### config.mk
export PLATFORM = sky130hd
export DESIGN_NAME = hit_event_manager
export DESIGN_NICKNAME = d
export VERILOG_FILES = /design/src/rtl/hit_event_manager.sv
export SDC_FILE = /design/constraint.sdc
export NUM_CORES = 1
export LEC_CHECK = 0
export CAP_MARGIN = 5
export CORE_MARGIN = 2
export CORE_UTILIZATION = 45
export DETAILED_ROUTE_END_ITERATION = 8
export PLACE_DENSITY = 0.67
export SYNTH_ARGS = -nofsm -noshare
export SYNTH_HDL_FRONTEND = slang
export SYNTH_SLANG_ARGS = --single-unit
### constraint.sdc
create_clock -name clk -period 2.1 [get_ports clk]
set_input_delay 0.63 -clock clk [delete_from_list [all_inputs] [get_ports clk]]
set_output_delay 0.63 -clock clk [all_outputs]
set_load 0.02 [all_outputs]
### src/rtl/hit_event_manager.sv
// hit_event_manager: latches raster-rate collision flags across a frame, turns
// them into single-cycle game events at each frame boundary, and owns lives,
// the post-hit invulnerability window and the game-over state.
// Optional feature macro: SCORE_HIT_EN (adds the saturating score output).
module hit_event_manager #(
    parameter int unsigned LIVES_INIT    = 3,
    parameter int unsigned INVULN_FRAMES = 60,
    parameter int unsigned SCORE_PER_POP = 10,
    parameter int unsigned SCORE_W       = 16
) (
    input  logic               clk,
    input  logic               resetN,
    input  logic               startOfFrame,
    input  logic               bubbleHitChar,
    input  logic               arrowHitBubble,
    input  logic               restart,
    output logic               arrowPopPulse,
    output logic               charHitPulse,
    output logic [2:0]         lives,
    output logic               invulnerable,
    output logic               gameOver
`ifdef SCORE_HIT_EN
    ,
    output logic [SCORE_W-1:0] score
`endif
);

    localparam int unsigned LIVES_W = 3;
    localparam int unsigned CNT_W   = 8;

    typedef enum logic [1:0] {
        S_PLAY      = 2'd0,
        S_INVULN    = 2'd1,
        S_GAME_OVER = 2'd2
    } state_t;

    state_t             r_state;
    state_t             w_state_nxt;
    logic [LIVES_W-1:0] r_lives;
    logic [LIVES_W-1:0] w_lives_nxt;
    logic [CNT_W-1:0]   r_cnt;
    logic [CNT_W-1:0]   w_cnt_nxt;
    logic               r_char_l;
    logic               w_char_l_nxt;
    logic               r_arrow_l;
    logic               w_arrow_l_nxt;
    logic               r_char_pulse;
    logic               w_char_pulse_nxt;
    logic               r_pop_pulse;
    logic               w_pop_pulse_nxt;
    logic               r_invuln;
    logic               r_game_over;

    // Next-state, frame latches and event generation
    always_comb begin
        w_state_nxt      = r_state;
        w_lives_nxt      = r_lives;
        w_cnt_nxt        = r_cnt;
        w_char_l_nxt     = r_char_l | bubbleHitChar;
        w_arrow_l_nxt    = r_arrow_l | arrowHitBubble;
        w_char_pulse_nxt = 1'b0;
        w_pop_pulse_nxt  = 1'b0;

        if (restart) begin
            w_state_nxt   = S_PLAY;
            w_lives_nxt   = LIVES_W'(LIVES_INIT);
            w_cnt_nxt     = '0;
            w_char_l_nxt  = 1'b0;
            w_arrow_l_nxt = 1'b0;
        end else if (startOfFrame) begin
            // inputs coincident with the boundary belong to the new frame
            w_char_l_nxt     = bubbleHitChar;
            w_arrow_l_nxt    = arrowHitBubble;
            w_char_pulse_nxt = r_char_l && (r_state == S_PLAY);
            w_pop_pulse_nxt  = r_arrow_l && !r_char_l && (r_state != S_GAME_OVER);

            case (r_state)
                S_PLAY: begin
                    if (r_char_l) begin
                        if (r_lives <= LIVES_W'(1)) begin
                            w_lives_nxt = '0;
                            w_state_nxt = S_GAME_OVER;
                        end else begin
                            w_lives_nxt = r_lives - LIVES_W'(1);
                            w_cnt_nxt   = CNT_W'(INVULN_FRAMES);
                            w_state_nxt = S_INVULN;
                        end
                    end
                end
                S_INVULN: begin
                    if (r_cnt <= CNT_W'(1)) begin
                        w_cnt_nxt   = '0;
                        w_state_nxt = S_PLAY;
                    end else begin
                        w_cnt_nxt = r_cnt - CNT_W'(1);
                    end
                end
                S_GAME_OVER: begin
                    w_lives_nxt = '0;
                end
                default: begin
                    w_state_nxt = S_PLAY;
                end
            endcase
        end
    end

    // State, latch, counter and registered output updates
    always_ff @(posedge clk or negedge resetN) begin
        if (!resetN) begin
            r_state      <= S_PLAY;
            r_lives      <= LIVES_W'(LIVES_INIT);
            r_cnt        <= '0;
            r_char_l     <= 1'b0;
            r_arrow_l    <= 1'b0;
            r_char_pulse <= 1'b0;
            r_pop_pulse  <= 1'b0;
            r_invuln     <= 1'b0;
            r_game_over  <= 1'b0;
        end else begin
            r_state      <= w_state_nxt;
            r_lives      <= w_lives_nxt;
            r_cnt        <= w_cnt_nxt;
            r_char_l     <= w_char_l_nxt;
            r_arrow_l    <= w_arrow_l_nxt;
            r_char_pulse <= w_char_pulse_nxt;
            r_pop_pulse  <= w_pop_pulse_nxt;
            r_invuln     <= (w_state_nxt == S_INVULN);
            r_game_over  <= (w_state_nxt == S_GAME_OVER);
        end
    end

    assign arrowPopPulse = r_pop_pulse;
    assign charHitPulse  = r_char_pulse;
    assign lives         = r_lives;
    assign invulnerable  = r_invuln;
    assign gameOver      = r_game_over;

`ifdef SCORE_HIT_EN
    logic [SCORE_W-1:0] r_score;
    logic [SCORE_W-1:0] w_score_nxt;
    logic [SCORE_W:0]   w_score_sum;

    // Saturating score accumulation, one increment per pop pulse
    always_comb begin
        w_score_sum = {1'b0, r_score} + (SCORE_W+1)'(SCORE_PER_POP);
        w_score_nxt = r_score;
        if (restart) begin
            w_score_nxt = '0;
        end else if (r_pop_pulse) begin
            w_score_nxt = w_score_sum[SCORE_W] ? {SCORE_W{1'b1}} : w_score_sum[SCORE_W-1:0];
        end
    end

    // Score register
    always_ff @(posedge clk or negedge resetN) begin
        if (!resetN) begin
            r_score <= '0;
        end else begin
            r_score <= w_score_nxt;
        end
    end

    assign score = r_score;
`else
    logic w_unused_cfg;
    assign w_unused_cfg = ^{32'(SCORE_W), 32'(SCORE_PER_POP)};
`endif

endmodule
==> impl_metrics.env, run 1 <==
export IMPL_drt_iter0_drc=13
export IMPL_setup_tns_ns=0
export IMPL_grt_pass1_vias=909
export IMPL_end_kind="primary output"
export IMPL_cellLeakagePower_nw=0.601
export IMPL_cts_htree_levels=1
export IMPL_start_util_pct=47.7
export IMPL_cts_buffer_depth=2
export IMPL_fmax_mhz=493
export IMPL_portBuffers=12
export IMPL_r2r_start="lives[1]"
export IMPL_fin_crit_ns=2.03
export IMPL_path_max_fanout=7
export IMPL_sw_frac_of_total_pct=31.3
export IMPL_cp_buffers_inverters=1
export IMPL_tritoncts="yes"
export IMPL_slowest_stage="clkdlybuf4s50_1"
export IMPL_drive_gt1_share_pct=14.4
export IMPL_synth_largest_area_cell="dfrtp_1"
export IMPL_relSlewSlack_pct=64.8
export IMPL_fin_ws_ns=0.0725
export IMPL_clk_latency_ns=0.29
export IMPL_netSwitchingPower_mw=0.265
export IMPL_grt_pass1_wl_mm=4.02
export IMPL_clkPwrFrac_pct=21.8
export IMPL_avgViaCountPerCell=5.59
export IMPL_postCtsHoldBufs=0
export IMPL_seqPwrFrac_pct=50.7
export IMPL_yosys_top_cells_area="dfrtp_1, dfstp_2, ha_1"
export IMPL_max_cap_violations=0
export IMPL_grt_overflow=0
export IMPL_intPower_mw=0.581
export IMPL_hold_start="r_cnt[1]"
export IMPL_setup_viol=0
export IMPL_clk_pin_slew_ns=0.10
export IMPL_synth_seq_cells=19
export IMPL_drc=0
export IMPL_regArea_sq_um=478
export IMPL_yosys_area_top_type_share_pct=40.0
export IMPL_grt_max_degree=20
export IMPL_dp_hpwl_mm=1.78
export IMPL_syn_num_nets=123
export IMPL_nNetsFinal=150
export IMPL_rows=17
export IMPL_rsz0062_at_grt="no"
export IMPL_hold_violations=0
export IMPL_die_area_sq_mm=0.00277
export IMPL_area_growth_pct=24.6
export IMPL_holdPathStages=2
export IMPL_seq_area_frac_synth_pct=44.9
export IMPL_io_pins=13
export IMPL_hp_class="flop to flop"
export IMPL_die_h_um=52.6
export IMPL_synth_most_common_cell="dfrtp_1"
export IMPL_track_usage_pct=19.8
export IMPL_finClkSkew_ns=0.000698
export IMPL_status="finished clean"
export IMPL_netlist_area_sq_mm=0.00106
export IMPL_cts_sinks=19
export IMPL_comb_power_share_pct=27.6
export IMPL_fp_dieW_um=52.6
export IMPL_peakVddDrop_uv=407
export IMPL_crit_chain="clkdlybuf4s50_1"
export IMPL_crit_path_start_kind="flop"
export IMPL_diodes=0
export IMPL_synth_edf_count=0
export IMPL_power_density_mw_per_mm2=637
export IMPL_multiInputGateArea_sq_um=542
export IMPL_async_flop_share_pct=100
export IMPL_first_pass_iters=4
export IMPL_reg2reg_to="r_cnt[5]"
export IMPL_gp_congestion=0.796
export IMPL_cts_buffers=3
export IMPL_critical_path_max_stage_delay_ns=0.64
export IMPL_ys_flop_type="dfrtp_1"
export IMPL_core_sq_mm=0.00223
export IMPL_fill_cells=216
export IMPL_dp_slack_ns=-0.133
export IMPL_ant_nets=0
export IMPL_wire_per_inst_um=14.0
export IMPL_cpLargestDelayFamily="buffers and inverters"
export IMPL_cts_root_buf="clkbuf_4"
export IMPL_hold_ws_ns=0.537
export IMPL_crit_start="lives[2]"
export IMPL_rr_worst_depth=7
export IMPL_worstMarginPinSlew_ns=0.524
export IMPL_rrSetupSlack_ns=0.23
export IMPL_crit_type="flop to primary output"
export IMPL_vias=933
export IMPL_antenna_found_initial=0
export IMPL_yosysWarningCount=0
export IMPL_synth_cells=113
export IMPL_finalCritPeriodShare_pct=96.5
export IMPL_hold_end="r_cnt[1]"
export IMPL_required_ns=1.47
export IMPL_synth_avg_cell_area_sq_um=9.42
export IMPL_slew_violations=0
export IMPL_wl_mm=2.33
export IMPL_synthTopCellsByCount="dfrtp_1, nor2_1, inv_1"
export IMPL_ys_types=38
export IMPL_cp_arrival_ns=1.40
==> registers in the layout, summed over array words and instances (netlist names) <==
register	flops
arrowPopPulse	1
invulnerable	1
r_char_l	1
charHitPulse	1
r_cnt	8
r_arrow_l	1
gameOver	1
r_state	2
lives	3
==> what timing repair did <==
| item | 4_1_cts | 5_1_grt |
|---|---|---|
| endpoints found under the hold margin | 0 | 0 |
| gates resized for setup | 2 | 0 |
| setup buffers | 0 | 0 |
| setup endpoints to repair | 2 | 0 |
==> cells in the final DEF, fill, tap and decap left out, types with 2 or more instances in the layout <==
cell type / n
o21bai_1: 2
inv_1: 10
nand3b_1: 2
nor2b_1: 2
nor4_1: 3
nor3b_1: 4
nand2_1: 7
o21ai_0: 7
a211o_1: 2
dlygate4sd2_1: 2
dfrtp_1: 17
nor3_1: 3
clkdlybuf4s50_1: 10
clkbuf_4: 3
dfstp_2: 2
buf_4: 12
a21oi_1: 9
or3_1: 3
nor2_1: 12
xnor2_1: 2
ha_1: 4
==> tightest hold or removal path: stages (launching register included) <==
cell	delay (ns)
dfrtp_1	0.39
nand2_1	0.06
o21ai_0	0.06
==> metal layers <==
metal	GRT usage, %	up-vias	share of wire, %
li1	-	465	-
met1	24.1	443	45
met2	34.2	21	50
met3	6.29	4	4.0
met4	4.27	0	0.81
met5	0	-	0
==> area by class of cell <==
type | instances | area share (%)
flip-flops and latches | 19 | 36.0
repair buffers | 24 | 15.7
well taps | 28 | 2.64
inverters | 10 | 2.83
clock buffers | 4 | 1.98
multi-input cells | 82 | 40.8
==> cell families after synthesis <==
kind of cell	synth area share, %
xor+xnor	2.47
compound gates	21.4
simple gates	22.3
fa+ha+maj	4.70
buf+inv	4.23
flops	44.9
==> metrics by stage <==
step,instances,total power [mW],instance area [sq um],utilization [%]
6_report,167,0.845,1330,59.4
3_3_place_gp,163,0.661,1300,58.3
2_1_floorplan,113,0.582,1060,-
5_1_grt,167,0.906,1330,59.4
3_5_place_dp,163,0.667,1300,58.3
4_1_cts,167,0.853,1330,59.4
==> power by group through the flow <==
| stage | combinational (mW) | clock, mW | sequential (mW) |
|---|---|---|---|
| final | 0.233 | 0.184 | 0.428 |
| after global routing | 0.260 | 0.213 | 0.433 |
| after CTS | 0.232 | 0.193 | 0.428 |
| after detailed placement | 0.233 | 0 | 0.434 |
| after global placement | 0.227 | 0 | 0.435 |
| after floorplan | 0.150 | 0 | 0.432 |
==> worst max path at each step <==
stage,endpoint,depth (start not counted)
floorplan,r_cnt[4],5
global placement,r_cnt[5],6
detailed placement,r_cnt[5],6
CTS,lives[2],1
global route,lives[2],1
finish,lives[2],1
Note: power is estimated with default switching activity, not from simulation.
==> run 2: changes to the inputs <==
- PLACE_DENSITY: 0.67 -> 0.75
- SLEW_MARGIN: default -> 20
==> run 2 against run 1 <==
- global-route usage up 0.53 points
- sequential cell count unchanged
- worst hold slack worse by 0.0065 ns
- critical path type unchanged
- clock power up 5%
- critical path depth unchanged
- sequential share of layout area up 0.38 points
- largest power group unchanged
- clock-buffer cell count down 1
- first-iteration DRC count up 7.7%
- non-clock buffer count down 2
- highest routed layer unchanged
==> impl_metrics.env, run 2 (synthesis gave the netlist of run 1 again) <==
export IMPL_nNetsFinal=148
export IMPL_first_pass_iters=4
export IMPL_fmax_mhz=491
export IMPL_cp_arrival_ns=1.41
export IMPL_grt_pass1_vias=913
export IMPL_grt_use_met3_pct=5.14
export IMPL_die_area_sq_mm=0.00277
export IMPL_relSlewSlack_pct=62.5
export IMPL_vias=936
export IMPL_finClkSkew_ns=0.00378
export IMPL_power_mw=0.851
export IMPL_cts_sinks=19
export IMPL_grt_overflow=0
export IMPL_dp_hpwl_mm=1.78
export IMPL_wl_mm=2.36
export IMPL_cts_resized_gates=2
export IMPL_clk_latency_ns=0.31
export IMPL_required_ns=1.47
export IMPL_drc=0
export IMPL_tritoncts="yes"
export IMPL_r2r_start="r_cnt[4]"
export IMPL_gr_usage_met2_pct=33.3
export IMPL_area_growth_pct=23.3
export IMPL_finalCritPeriodShare_pct=97.0
export IMPL_worstMarginPinSlew_ns=0.557
export IMPL_crit_start="lives[2]"
export IMPL_cts_buffer_depth=2
export IMPL_rsz0062_at_grt="no"
export IMPL_portBuffers=12
export IMPL_cts_htree_levels=1
export IMPL_postCtsHoldBufs=0
export IMPL_hold_ws_ns=0.530
export IMPL_start_util_pct=47.7
export IMPL_fp_dieW_um=52.6
export IMPL_cts_root_buf="clkbuf_4"
export IMPL_diodes=0
export IMPL_cpLargestDelayFamily="buffers and inverters"
export IMPL_gp_congestion=0.897
export IMPL_cp_buffers_inverters=1
export IMPL_avgViaCountPerCell=5.67
export IMPL_ant_nets=0
export IMPL_drt_iter0_drc=14
export IMPL_setup_viol=0
export IMPL_drive_gt1_share_pct=13.9
export IMPL_cts_setup_buffers=0
export IMPL_antenna_found_initial=0
export IMPL_hold_start="r_arrow_l"
export IMPL_largest_reg_flops=8
export IMPL_power_density_mw_per_mm2=648
export IMPL_crit_path_start_kind="flop"
export IMPL_track_usage_pct=20.4
export IMPL_end_kind="primary output"
export IMPL_clk_pin_slew_ns=0.11
export IMPL_cellLeakagePower_nw=0.596
export IMPL_grt_pass1_wl_mm=4.13
export IMPL_slew_violations=0
export IMPL_core_sq_mm=0.00223
export IMPL_fin_crit_ns=2.04
export IMPL_wire_per_inst_um=14.3
export IMPL_mostFrequentLayoutCell="dfrtp_1"
export IMPL_critical_path_max_stage_delay_ns=0.64
export IMPL_max_cap_violations=0
export IMPL_top_register="r_cnt"
export IMPL_final_cell_mix="dfrtp_1, nor2_1, inv_1, clkdlybuf4s50_1, buf_4"
export IMPL_slowest_stage="clkdlybuf4s50_1"
export IMPL_gr_usage_met1_pct=25.9
export IMPL_gr_max_usage_layer="met2"
export IMPL_grt_max_degree=14
export IMPL_crit_type="flop to primary output"
export IMPL_hold_violations=0
export IMPL_cts_buffers=3
export IMPL_peakVddDrop_uv=441
export IMPL_die_h_um=52.6
export IMPL_path_max_fanout=7
export IMPL_rows=17
export IMPL_status="finished clean"
export IMPL_crit_chain="clkdlybuf4s50_1"
export IMPL_hp_class="flop to flop"
export IMPL_io_pins=13
run 2: cell types whose count changed in the layout (fill, tap and decap cells not counted), sizes merged:
cell and change:
buf -2, clkbuf -1, clkinv +1
run 2: metal layers:
layer,wire length (um),share of wire (%)
met1,1090,46
met2,1140,48
met3,114,4.8
met4,21,0.89
met5,0,0
run 2: tightest hold or removal path, cell delays in order (launching register included):
cell     delay (ns)
dfrtp_1        0.36
a21oi_1        0.07
nor2_1         0.07
run 2: metrics by stage:
stage                     worst slack [ns]  cells  util, %  setup TNS, ns  cell area [sq um]
after global routing               0.00824    165     58.8              0               1310
final                               0.0624    165     58.8              0               1310
after global placement             -0.0646    161     57.6         -0.196               1290
after floorplan                      0.301    113        -              0               1060
after detailed placement            -0.162    161     57.6         -0.578               1290
after CTS                           0.0545    165     58.8              0               1310
run 2: where the power goes:
part | internal [mW] | switching, mW | total [mW]
Sequential | 0.392 | 0.0371 | 0.429
Clock | 0.0712 | 0.122 | 0.193
Combinational | 0.113 | 0.115 | 0.228
run 2: final cells by class:
class	count	area, sq um
well taps	28	35.0
clock buffers	3	22.5
repair buffers	22	193
multi-input cells	82	542
clock inverters	1	5.00
flip-flops and latches	19	478
fillers	213	921
inverters	10	37.5
run 2: path summary, 6_finish.rpt:
path | endpoint | cells past startpoint | slack, ns
setup / recovery | lives[2] | 1 | 0.06
hold / removal | r_arrow_l | 2 | 0.53
setup reg to reg | r_cnt[7] | 4 | 0.18
hold reg to reg | r_arrow_l | 2 | 0.53
max in group asynchronous | r_arrow_l | 2 | 1.00
min in group asynchronous | gameOver | 1 | 0.60
==> run 3: changes to the inputs <==
- CORE_MARGIN: 2 -> 3
- PLACE_DENSITY: 0.75 -> 0.77
- clock period: 2.1 -> 1.7 ns (I/O delays scaled with it)
==> run 3 against run 2 <==
- the flow now finishes with violations (setup timing)
- utilization grew 8.9 points
- sequential share of layout area fell by 2.8 points
- power rose by 30%
- clock power increased by 17%
- die area grew 7.7%
- global-route usage is 2.5 points lower
- clock skew fell by 0.0029 ns
- clock-buffer cell count grew 1
- non-clock buffer count is 7 higher
- cell count grew 3.6%
- worst hold slack got worse by 0.0068 ns
- critical path type is now flop to flop
- largest cell class unchanged
==> impl_metrics.env, run 3 (synthesis gave the netlist of run 1 again) <==
export IMPL_status="finished with violations"
export IMPL_failed_checks="setup timing"
export IMPL_clk_latency_ns=0.29
export IMPL_place_area_sq_mm=0.00134
export IMPL_grt_overflow=0
export IMPL_crit_type="flop to flop"
export IMPL_cellLeakagePower_nw=0.677
export IMPL_tritoncts="yes"
export IMPL_cts_htree_levels=1
export IMPL_path_max_fanout=3
export IMPL_setup_tns_ns=-0.230
export IMPL_dp_hpwl_mm=1.80
export IMPL_wire_per_inst_um=15.2
export IMPL_setup_viol=3
export IMPL_drc=0
export IMPL_gr_usage_met1_pct=24.3
export IMPL_portBuffers=12
export IMPL_drive_gt1_share_pct=22.2
export IMPL_worstMarginPinSlew_ns=0.475
export IMPL_fmax_mhz=550
export IMPL_rows=16
export IMPL_slew_violations=0
export IMPL_cts_sinks=19
export IMPL_required_ns=1.89
export IMPL_hold_violations=0
export IMPL_diodes=0
export IMPL_area_growth_pct=33.6
export IMPL_fin_ws_ns=-0.119
export IMPL_cts_buffer_depth=2
export IMPL_vias=982
export IMPL_peakVddDrop_uv=671
export IMPL_core_sq_mm=0.00210
export IMPL_top_register="r_cnt"
export IMPL_hp_class="flop to flop"
export IMPL_fill_cells=170
export IMPL_io_pins=13
export IMPL_cp_arrival_ns=2.01
export IMPL_cts_buffers=3
export IMPL_die_area_sq_mm=0.00299
export IMPL_dp_slack_ns=-0.375
export IMPL_fin_util_pct=67.7
export IMPL_first_pass_iters=4
export IMPL_grt_max_degree=20
export IMPL_max_cap_violations=0
export IMPL_largest_reg_flops=8
export IMPL_gp_congestion=0.874
export IMPL_gr_max_usage_layer="met2"
export IMPL_die_h_um=54.6
export IMPL_finalCritPeriodShare_pct=107
export IMPL_grt_use_met3_pct=3.81
export IMPL_fin_crit_ns=1.82
export IMPL_clk_pin_slew_ns=0.10
export IMPL_power_density_mw_per_mm2=779
export IMPL_grt_pass1_vias=884
export IMPL_drt_iter0_drc=21
export IMPL_track_usage_pct=17.8
export IMPL_ant_nets=0
export IMPL_postCtsHoldBufs=0
export IMPL_gr_usage_met2_pct=27.6
export IMPL_rsz0062_at_grt="yes"
export IMPL_cts_root_buf="clkbuf_4"
export IMPL_power_mw=1.11
export IMPL_wl_mm=2.60
export IMPL_grt_pass1_wl_mm=3.84
export IMPL_fp_dieW_um=54.6
export IMPL_nNetsFinal=155
export IMPL_end_kind="flop"
export IMPL_final_area_sq_mm=0.00142
export IMPL_finClkSkew_ns=0.000885
export IMPL_relSlewSlack_pct=68.0
export IMPL_crit_path_start_kind="flop"
export IMPL_antenna_found_initial=0
export IMPL_avgViaCountPerCell=5.74
export IMPL_final_cell_mix="dfrtp_1, buf_4, nor2_1"
export IMPL_start_util_pct=50.7
[run 3: per-layer routing]
layer,wire (um),vias to the layer above
met3,159,8
met4,80,0
met1,1150,469
met5,0,-
met2,1220,35
li1,-,470
[run 3: timing repair]
action,CTS,global route
hold endpoints to repair,0,0
setup endpoints to repair,14,12
pin swaps,3,4
gates cloned,0,0
setup buffers,1,0
gates resized for setup,10,13
[run 3: layout make-up]
cell class / count / area, sq um / area share [%]
Clock buffer: 4 / 26.3 / 1.85
Inverter: 10 / 37.5 / 2.64
Multi-Input combinational cell: 82 / 609 / 42.8
Sequential cell: 19 / 478 / 33.6
Tap cell: 27 / 33.8 / 2.37
Timing Repair Buffer: 29 / 238 / 16.7
[run 3: through the flow]
stage               hold slack, ns  instances
finish                       0.523        171
global route                 0.547        171
CTS                          0.524        171
detailed placement           0.501        166
global placement             0.497        166
floorplan                    0.214        113
[run 3: worst max-delay path, stage by stage, from the launching register on]
cell and delay [ns]:
dfrtp_1 0.39, or4_4 0.58, o311ai_0 0.45, a2111o_1 0.24
a21oi_1 0.06
[run 3: report_power, final]
| group | switching (mW) | internal (mW) | total [mW] |
|---|---|---|---|
| sequential | 0.0289 | 0.484 | 0.513 |
| combinational | 0.199 | 0.171 | 0.370 |
| clock | 0.133 | 0.0914 | 0.225 |
[run 3: path summary, 6_finish.rpt]
| check | from | slack (ns) | end | cells past startpoint |
|---|---|---|---|---|
| setup / recovery | r_cnt[5] | -0.12 | r_cnt[2] | 4 |
| setup reg to reg | r_cnt[5] | -0.12 | r_cnt[2] | 4 |
| min in group asynchronous | resetN | 0.54 | r_cnt[0] | 2 |
| max in group asynchronous | resetN | 0.90 | lives[1] | 2 |
| hold reg to reg | r_cnt[1] | 0.52 | r_cnt[1] | 2 |
| hold / removal | r_cnt[1] | 0.52 | r_cnt[1] | 2 |
